==> src/rtl/batched_matmul_engine_if.sv <==
// Operand and result streams of batched_matmul_engine.
// slave is the engine side, master is the surrounding pipeline side.
interface batched_matmul_engine_if #(
    parameter int unsigned DATA_W = 16,
    parameter int unsigned OUT_W  = 32
);
    logic              in_valid;
    logic              in_ready;
    logic [DATA_W-1:0] in_data;
    logic              out_valid;
    logic              out_ready;
    logic [OUT_W-1:0]  out_data;
    logic              out_last;
    logic              out_job_last;

    modport master (
        output in_valid, in_data, out_ready,
        input  in_ready, out_valid, out_data, out_last, out_job_last
    );

    modport slave (
        input  in_valid, in_data, out_ready,
        output in_ready, out_valid, out_data, out_last, out_job_last
    );
endinterface

==> src/rtl/batched_matmul_engine.sv <==
// Batched signed matrix multiply C[b] = A[b] x B[b] with one sequential MAC per C element.
// Define BMM_SAT_OUT_EN to saturate results to signed OUT_W; otherwise results wrap.
module batched_matmul_engine #(
    parameter int unsigned DATA_W  = 16,
    parameter int unsigned ACC_W   = 40,
    parameter int unsigned OUT_W   = 32,
    parameter int unsigned M       = 4,
    parameter int unsigned K       = 4,
    parameter int unsigned N       = 4,
    parameter int unsigned BATCH_W = 8
) (
    input  logic                   clk,
    input  logic                   rst,
    input  logic                   start,
    input  logic [BATCH_W-1:0]     cfg_batches,
    output logic                   busy,
    output logic                   done,
    batched_matmul_engine_if.slave bus
);
    localparam int unsigned NA = M * K;
    localparam int unsigned NB = K * N;
    localparam int unsigned NL = NA + NB;
    localparam int unsigned IW = (M > 1) ? $clog2(M) : 1;
    localparam int unsigned JW = (N > 1) ? $clog2(N) : 1;
    localparam int unsigned KW = (K > 1) ? $clog2(K) : 1;
    localparam int unsigned AW = (NA > 1) ? $clog2(NA) : 1;
    localparam int unsigned BW = (NB > 1) ? $clog2(NB) : 1;
    localparam int unsigned LW = $clog2(NL);

`ifdef BMM_SAT_OUT_EN
    localparam logic signed [ACC_W-1:0] SatMax = {{(ACC_W-OUT_W+1){1'b0}}, {(OUT_W-1){1'b1}}};
    localparam logic signed [ACC_W-1:0] SatMin = {{(ACC_W-OUT_W+1){1'b1}}, {(OUT_W-1){1'b0}}};
`endif

    typedef enum logic [1:0] {StIdle, StLoad, StMac, StEmit} state_e;

    state_e                    state_q;
    logic [BATCH_W-1:0]        nbatch_q, batch_q;
    logic [LW-1:0]             ld_q;
    logic [IW-1:0]             i_q;
    logic [JW-1:0]             j_q;
    logic [KW-1:0]             k_q;
    logic signed [ACC_W-1:0]   acc_q, acc_base, acc_d;
    logic signed [DATA_W-1:0]  a_q [NA];
    logic signed [DATA_W-1:0]  b_q [NB];
    logic                      busy_q, done_q, in_ready_q;
    logic                      out_valid_q, out_last_q, out_job_last_q;
    logic [OUT_W-1:0]          out_data_q, res_d;
    logic [AW-1:0]             a_idx;
    logic [BW-1:0]             b_idx;
    logic signed [2*DATA_W-1:0] prod;
    logic                      in_hs, out_hs, last_i, last_j, last_k, last_ld, elem_last;

    assign in_hs     = bus.in_valid && in_ready_q;
    assign out_hs    = out_valid_q && bus.out_ready;
    assign last_i    = (i_q == IW'(M - 1));
    assign last_j    = (j_q == JW'(N - 1));
    assign last_k    = (k_q == KW'(K - 1));
    assign last_ld   = (ld_q == LW'(NL - 1));
    assign elem_last = last_i && last_j;

    always_comb begin
        a_idx    = AW'(int'(i_q) * int'(K) + int'(k_q));
        b_idx    = BW'(int'(k_q) * int'(N) + int'(j_q));
        prod     = a_q[a_idx] * b_q[b_idx];
        acc_base = (k_q == '0) ? '0 : acc_q;
        acc_d    = acc_base + ACC_W'(prod);
`ifdef BMM_SAT_OUT_EN
        if (acc_d > SatMax) begin
            res_d = SatMax[OUT_W-1:0];
        end else if (acc_d < SatMin) begin
            res_d = SatMin[OUT_W-1:0];
        end else begin
            res_d = acc_d[OUT_W-1:0];
        end
`else
        res_d = acc_d[OUT_W-1:0];
`endif
    end

    // Operand buffers: the first NA beats of a batch are A, the rest are B, both row-major.
    always_ff @(posedge clk) begin
        if (in_hs) begin
            if (ld_q < LW'(NA)) begin
                a_q[AW'(ld_q)] <= bus.in_data;
            end else begin
                b_q[BW'(ld_q - LW'(NA))] <= bus.in_data;
            end
        end
    end

    always_ff @(posedge clk or posedge rst) begin
        if (rst) begin
            state_q        <= StIdle;
            nbatch_q       <= '0;
            batch_q        <= '0;
            ld_q           <= '0;
            i_q            <= '0;
            j_q            <= '0;
            k_q            <= '0;
            acc_q          <= '0;
            busy_q         <= 1'b0;
            done_q         <= 1'b0;
            in_ready_q     <= 1'b0;
            out_valid_q    <= 1'b0;
            out_data_q     <= '0;
            out_last_q     <= 1'b0;
            out_job_last_q <= 1'b0;
        end else begin
            done_q <= 1'b0;
            case (state_q)
                StIdle: begin
                    if (start) begin
                        if (cfg_batches != '0) begin
                            nbatch_q   <= cfg_batches;
                            batch_q    <= '0;
                            ld_q       <= '0;
                            i_q        <= '0;
                            j_q        <= '0;
                            k_q        <= '0;
                            busy_q     <= 1'b1;
                            in_ready_q <= 1'b1;
                            state_q    <= StLoad;
                        end else begin
                            done_q <= 1'b1;
                        end
                    end
                end
                StLoad: begin
                    if (in_hs) begin
                        if (last_ld) begin
                            ld_q       <= '0;
                            k_q        <= '0;
                            in_ready_q <= 1'b0;
                            state_q    <= StMac;
                        end else begin
                            ld_q <= ld_q + LW'(1);
                        end
                    end
                end
                StMac: begin
                    acc_q <= acc_d;
                    if (last_k) begin
                        k_q            <= '0;
                        out_valid_q    <= 1'b1;
                        out_data_q     <= res_d;
                        out_last_q     <= elem_last;
                        out_job_last_q <= elem_last && (batch_q == nbatch_q - BATCH_W'(1));
                        state_q        <= StEmit;
                    end else begin
                        k_q <= k_q + KW'(1);
                    end
                end
                StEmit: begin
                    if (out_hs) begin
                        out_valid_q    <= 1'b0;
                        out_last_q     <= 1'b0;
                        out_job_last_q <= 1'b0;
                        if (last_j) begin
                            j_q <= '0;
                            i_q <= last_i ? '0 : i_q + IW'(1);
                        end else begin
                            j_q <= j_q + JW'(1);
                        end
                        if (elem_last) begin
                            batch_q <= batch_q + BATCH_W'(1);
                            if (out_job_last_q) begin
                                busy_q  <= 1'b0;
                                done_q  <= 1'b1;
                                state_q <= StIdle;
                            end else begin
                                in_ready_q <= 1'b1;
                                state_q    <= StLoad;
                            end
                        end else begin
                            state_q <= StMac;
                        end
                    end
                end
                default: state_q <= StIdle;
            endcase
        end
    end

    assign busy             = busy_q;
    assign done             = done_q;
    assign bus.in_ready     = in_ready_q;
    assign bus.out_valid    = out_valid_q;
    assign bus.out_data     = out_data_q;
    assign bus.out_last     = out_last_q;
    assign bus.out_job_last = out_job_last_q;
endmodule
==> src/flat_wrapper.sv <==
// flat-port wrapper written by rule: the top's interface ports become plain ports
module batched_matmul_engine_flat 
#(
    parameter int unsigned DATA_W  = 16,
    parameter int unsigned ACC_W   = 40,
    parameter int unsigned OUT_W   = 32,
    parameter int unsigned M       = 4,
    parameter int unsigned K       = 4,
    parameter int unsigned N       = 4,
    parameter int unsigned BATCH_W = 8
)
  (clk, rst, start, cfg_batches, busy, done, bus_in_valid, bus_in_data, bus_out_ready, bus_in_ready, bus_out_valid, bus_out_data, bus_out_last, bus_out_job_last);
  batched_matmul_engine_if #(.DATA_W(DATA_W), .OUT_W(OUT_W)) bus_i ();
  input  logic clk;
  input  logic rst;
  input  logic start;
  input  logic [BATCH_W-1:0] cfg_batches;
  output logic busy;
  output logic done;
  input wire logic [$bits(bus_i.in_valid)-1:0] bus_in_valid;
  input wire logic [$bits(bus_i.in_data)-1:0] bus_in_data;
  input wire logic [$bits(bus_i.out_ready)-1:0] bus_out_ready;
  output wire logic [$bits(bus_i.in_ready)-1:0] bus_in_ready;
  output wire logic [$bits(bus_i.out_valid)-1:0] bus_out_valid;
  output wire logic [$bits(bus_i.out_data)-1:0] bus_out_data;
  output wire logic [$bits(bus_i.out_last)-1:0] bus_out_last;
  output wire logic [$bits(bus_i.out_job_last)-1:0] bus_out_job_last;
  assign bus_i.in_valid = bus_in_valid;
  assign bus_i.in_data = bus_in_data;
  assign bus_i.out_ready = bus_out_ready;
  assign bus_in_ready = bus_i.in_ready;
  assign bus_out_valid = bus_i.out_valid;
  assign bus_out_data = bus_i.out_data;
  assign bus_out_last = bus_i.out_last;
  assign bus_out_job_last = bus_i.out_job_last;
  batched_matmul_engine #(.DATA_W(DATA_W), .ACC_W(ACC_W), .OUT_W(OUT_W), .M(M), .K(K), .N(N), .BATCH_W(BATCH_W)) u_core (.clk(clk), .rst(rst), .start(start), .cfg_batches(cfg_batches), .busy(busy), .done(done), .bus(bus_i));
endmodule
==> config.mk <==
export PLATFORM = sky130hd
export DESIGN_NAME = batched_matmul_engine_flat
export DESIGN_NICKNAME = d
export VERILOG_FILES = /design/src/rtl/batched_matmul_engine_if.sv /design/src/rtl/batched_matmul_engine.sv /design/src/flat_wrapper.sv
export SDC_FILE = /design/constraint.sdc
export NUM_CORES = 2
export LEC_CHECK = 0
export CORE_UTILIZATION = 60
export CTS_CLUSTER_SIZE = 20
export DETAILED_ROUTE_END_ITERATION = 8
export PLACE_DENSITY_LB_ADDON = 0.1
export SYNTH_ARGS = -nofsm -noshare
export SYNTH_HDL_FRONTEND = slang
export SYNTH_SLANG_ARGS = --single-unit
export TNS_END_PERCENT = 30
==> constraint.sdc <==
create_clock -name clk -period 12.64 [get_ports clk]
set_input_delay 2.528 -clock clk [delete_from_list [all_inputs] [get_ports clk]]
set_output_delay 2.528 -clock clk [all_outputs]
set_load 0.01 [all_outputs]
==> flow_summary_export.csv <==
group,metric,value,unit
status,status,"finished clean",
global_route,antenna_found_initial,0,
synthesis,netlist.area_leader.share,44.05,%
job,cap_violations,0,
worst_setup_path,endpoint_kind,"register",
hold_path,min_path_type,"reg2reg",
global_route,grt_use_total,27.41,%
placed_design,dpl.hpwl,53350,um
synthesis,netlist-cell-type-count,59,
route,drt-vias-per-instance,5.861,
die,io_pins,67,
synthesis,async_flop_share,16.20,%
placed_design,finalWeightedCongestion,0.9523,
route,dr.pass1.iters,5,
sta,finalCriticalPeriod,9.209,ns
synthesis,ys.flop_type,"edfxtp_1",
cells_and_area,final_area,0.03835,mm^2
worst_setup_path,crit_fanout,37,
worst_setup_path,worstSetupPathType,"reg2reg",
route,drtAntennaViolNets,0,
synthesis,synth-warning-count,0,
sta,worst_slew_pin_slew,1.293,ns
worst_setup_path,slowest_stage,"o21ai_1",
worst_setup_path,crit_family,"adder cells",
synthesis,yosys.area.top_type,"edfxtp_1",
route,drc,0,
cells_and_area,fillCellCount,4125,
sta,rsz0062_at_grt,"false",
placed_design,place_ws,3.444,ns
sta,whs,0.4826,ns
clock_tree,h-tree-depth,2,
synthesis,synth-seq-cells,611,
sta,fin_ws,3.431,ns
clock_tree,cts_buffers,60,
clock_tree,clock_sinks,611,
sta,fin_crit_sh,72.85,%
die,core_area,0.05759,mm^2
die,die_area,0.05913,mm^2
synthesis,synth_cells,2467,
worst_setup_path,path_common_cell,"fa_1",
placed_design,placed_area,0.03639,mm^2
synthesis,synth_area,0.03490,mm^2
pwr,p_per_area,104.3,mW/mm^2
sta,slew_headroom,13.50,%
route,num_vias,19680,
route,drt_iter0_drc,1450,
sta,tns,0,ns
route,wl_per_cell,23.12,um
synthesis,synth_edf_count,512,
cells_and_area,antenna_cells,0,
global_route,grt_overflow,0,
pwr,total_power,3.998,mW
clock_tree,insertion_delay,0.65,ns
clock_tree,cts_buffer_depth,3,
pwr,ir_drop,0.0001323,V
die,die-width,243.2,um
sta,fmax,108.6,MHz
synthesis,syn_avg_cell_area,14.15,um^2
synthesis,synthTopCellsByArea,"edfxtp_1 44%, fa_1 17%, mux4_2 8.8%, dfrtp_1 7.1%, ha_1 4.1%",
clock_tree,cts_tree,"done",
worst_setup_path,slowest_delay,0.93,ns
clock_tree,ctsResizeCount,0,
synthesis,yosysSeqAreaShare,51.15,%
cells_and_area,area_delta_synth_final,9.877,%
sta,report.final.setup_viol,0,
synthesis,syn_nets,2902,
clock_tree,clkTransAtPathRegs,0.06,ns
placed_design,placedCellCount,3245,
die,rows,88,
worst_setup_path,worst-path-buf-inv,5,
clock_tree,post_cts_buffers,0,
global_route,grt_pass1_vias,20720,
cells_and_area,multiInputGateArea,0.01531,mm^2
cells_and_area,seqCellArea,0.01786,mm^2
cells_and_area,nets,2977,
sta,hold_viol,0,
cells_and_area,drive_gt1_share,13.27,%
pwr,p_leak,15.48,nW
sta,timing.final.max_slew_violations,0,
route,drt-total-wl,77640,um
cells_and_area,final_util,66.59,%
worst_setup_path,required,13.12,ns
sta,skew,0.06301,ns
worst_setup_path,crit_path_start_kind,"register",
global_route,grt_pass1_wl,122000,um
clock_tree,cts-root-buf,"clkbuf_16",
worst_setup_path,crit_arrival,9.69,ns
die,fp.dieH,243.2,um
die,start_util,60.61,%
clock_tree,cts.hold.buffers_added,0,
global_route,grt_max_degree,67,
cells_and_area,instances_no_fill,3358,
placed_design,portBuffers,66,
## power by group
| group | switching, mW | total, mW | internal [mW] | leakage (nW) |
|---|---|---|---|---|
| clock network | 0.767 | 1.77 | 1.00 | 0.960 |
| registers | 0 | 2.19 | 2.19 | 5.93 |
| logic | 0.0339 | 0.0425 | 0.00860 | 8.59 |
## synthesized netlist by cell type (10+ instances only)
cell type and count:
o21a_1 11, nor2b_1 39, fa_1 292, ha_1 114, o21ai_0 52, clkbuf_1 37, mux2i_1 16, a21oi_1 42
edfxtp_1 512, nand3_1 26, xnor2_1 39, nor2_1 212, inv_1 358, mux4_2 136, nand2_1 173, buf_2 30
and2_1 32, dfrtp_1 99, buf_1 10, nand2b_1 24, o21ai_1 14, nor3_1 13, mux2_2 69
## sequential cells by signal (all words and copies together) (netlist names)
signal                   count
u_core.state_q               2
u_core.i_q                   2
u_core.b_q                 256
u_core.bus.in_ready          1
u_core.acc_q                32
u_core.nbatch_q              8
u_core.a_q                 256
u_core.bus.out_valid         1
u_core.j_q                   2
u_core.bus.out_job_last      1
u_core.ld_q                  5
u_core.bus.out_data         32
u_core.k_q                   2
u_core.bus.out_last          1
u_core.batch_q               8
u_core.busy                  1
u_core.done                  1
## cell usage in the layout (no fill, tap or decap), types with 42 or more instances in the layout
| master | n |
|---|---|
| edfxtp_1 | 512 |
| nand2_1 | 172 |
| nor2_1 | 212 |
| clkbuf_16 | 60 |
| clkdlybuf4s50_1 | 66 |
| a21oi_1 | 42 |
| o21ai_0 | 46 |
| inv_1 | 357 |
| mux2_2 | 69 |
| ha_1 | 113 |
| dfrtp_1 | 95 |
| fa_1 | 292 |
| mux4_2 | 136 |
## worst paths after layout
path / cells after the start / slack, ns / start / end
hold / removal: 2 / 0.48 / u_core.bus.out_data[5]$_DFFE_PP0P_ / u_core.bus.out_data[5]$_DFFE_PP0P_
setup / recovery: 25 / 3.43 / u_core.j_q[0]$_DFFE_PP0P_ / u_core.bus.out_data[31]$_DFFE_PP0P_
min in group asynchronous: 2 / 2.27 / rst / u_core.bus.out_data[5]$_DFFE_PP0P_
max in group asynchronous: 3 / 9.15 / rst / u_core.bus.out_data[27]$_DFFE_PP0P_
setup reg to reg: 25 / 3.43 / u_core.j_q[0]$_DFFE_PP0P_ / u_core.bus.out_data[31]$_DFFE_PP0P_
hold reg to reg: 2 / 0.48 / u_core.bus.out_data[5]$_DFFE_PP0P_ / u_core.bus.out_data[5]$_DFFE_PP0P_
## metal layers
metal / vias up / global-route usage (%) / wire length (um)
li1: 8642 / - / -
met1: 10250 / 39.43 / 33420
met2: 667 / 44.74 / 37930
met3: 124 / 3.406 / 4565
met4: 0 / 7.473 / 1729
met5: - / 0 / 0
## worst register-to-register path, delay by kind of cell, from the launching register on
family | cells | cell delay, ns
AND/OR/NAND/NOR | 5 | 0.73
AO/OA/AOI/OAI | 5 | 2.16
adder cells (fa/ha/maj) | 7 | 3.37
flip-flops | 1 | 0.80
multiplexers | 2 | 0.88
buffers and inverters | 5 | 0.92
XOR/XNOR | 1 | 0.18
## cell families (layout without fill, tap and decap cells)
kind of cell / count (synthesis) / count (layout) / share of synthesized area [%]
flip-flops: 611 / 611 / 51.15
multiplexers: 222 / 222 / 11.49
XOR/XNOR: 48 / 48 / 1.205
AND/OR/NAND/NOR: 556 / 556 / 7.134
adder cells (fa/ha/maj): 406 / 406 / 20.84
buffers and inverters: 445 / 571 / 4.980
AO/OA/AOI/OAI: 179 / 179 / 3.198
## area by class of cell
class | instances | area share [%]
Clock buffer | 72 | 4.059
Clock inverter | 41 | 1.051
Tap cell | 765 | 2.496
Inverter | 361 | 3.540
Sequential cell | 611 | 46.59
Timing Repair Buffer | 97 | 2.330
Multi-Input combinational cell | 1411 | 39.94
Power figures use the tool's default switching activity.
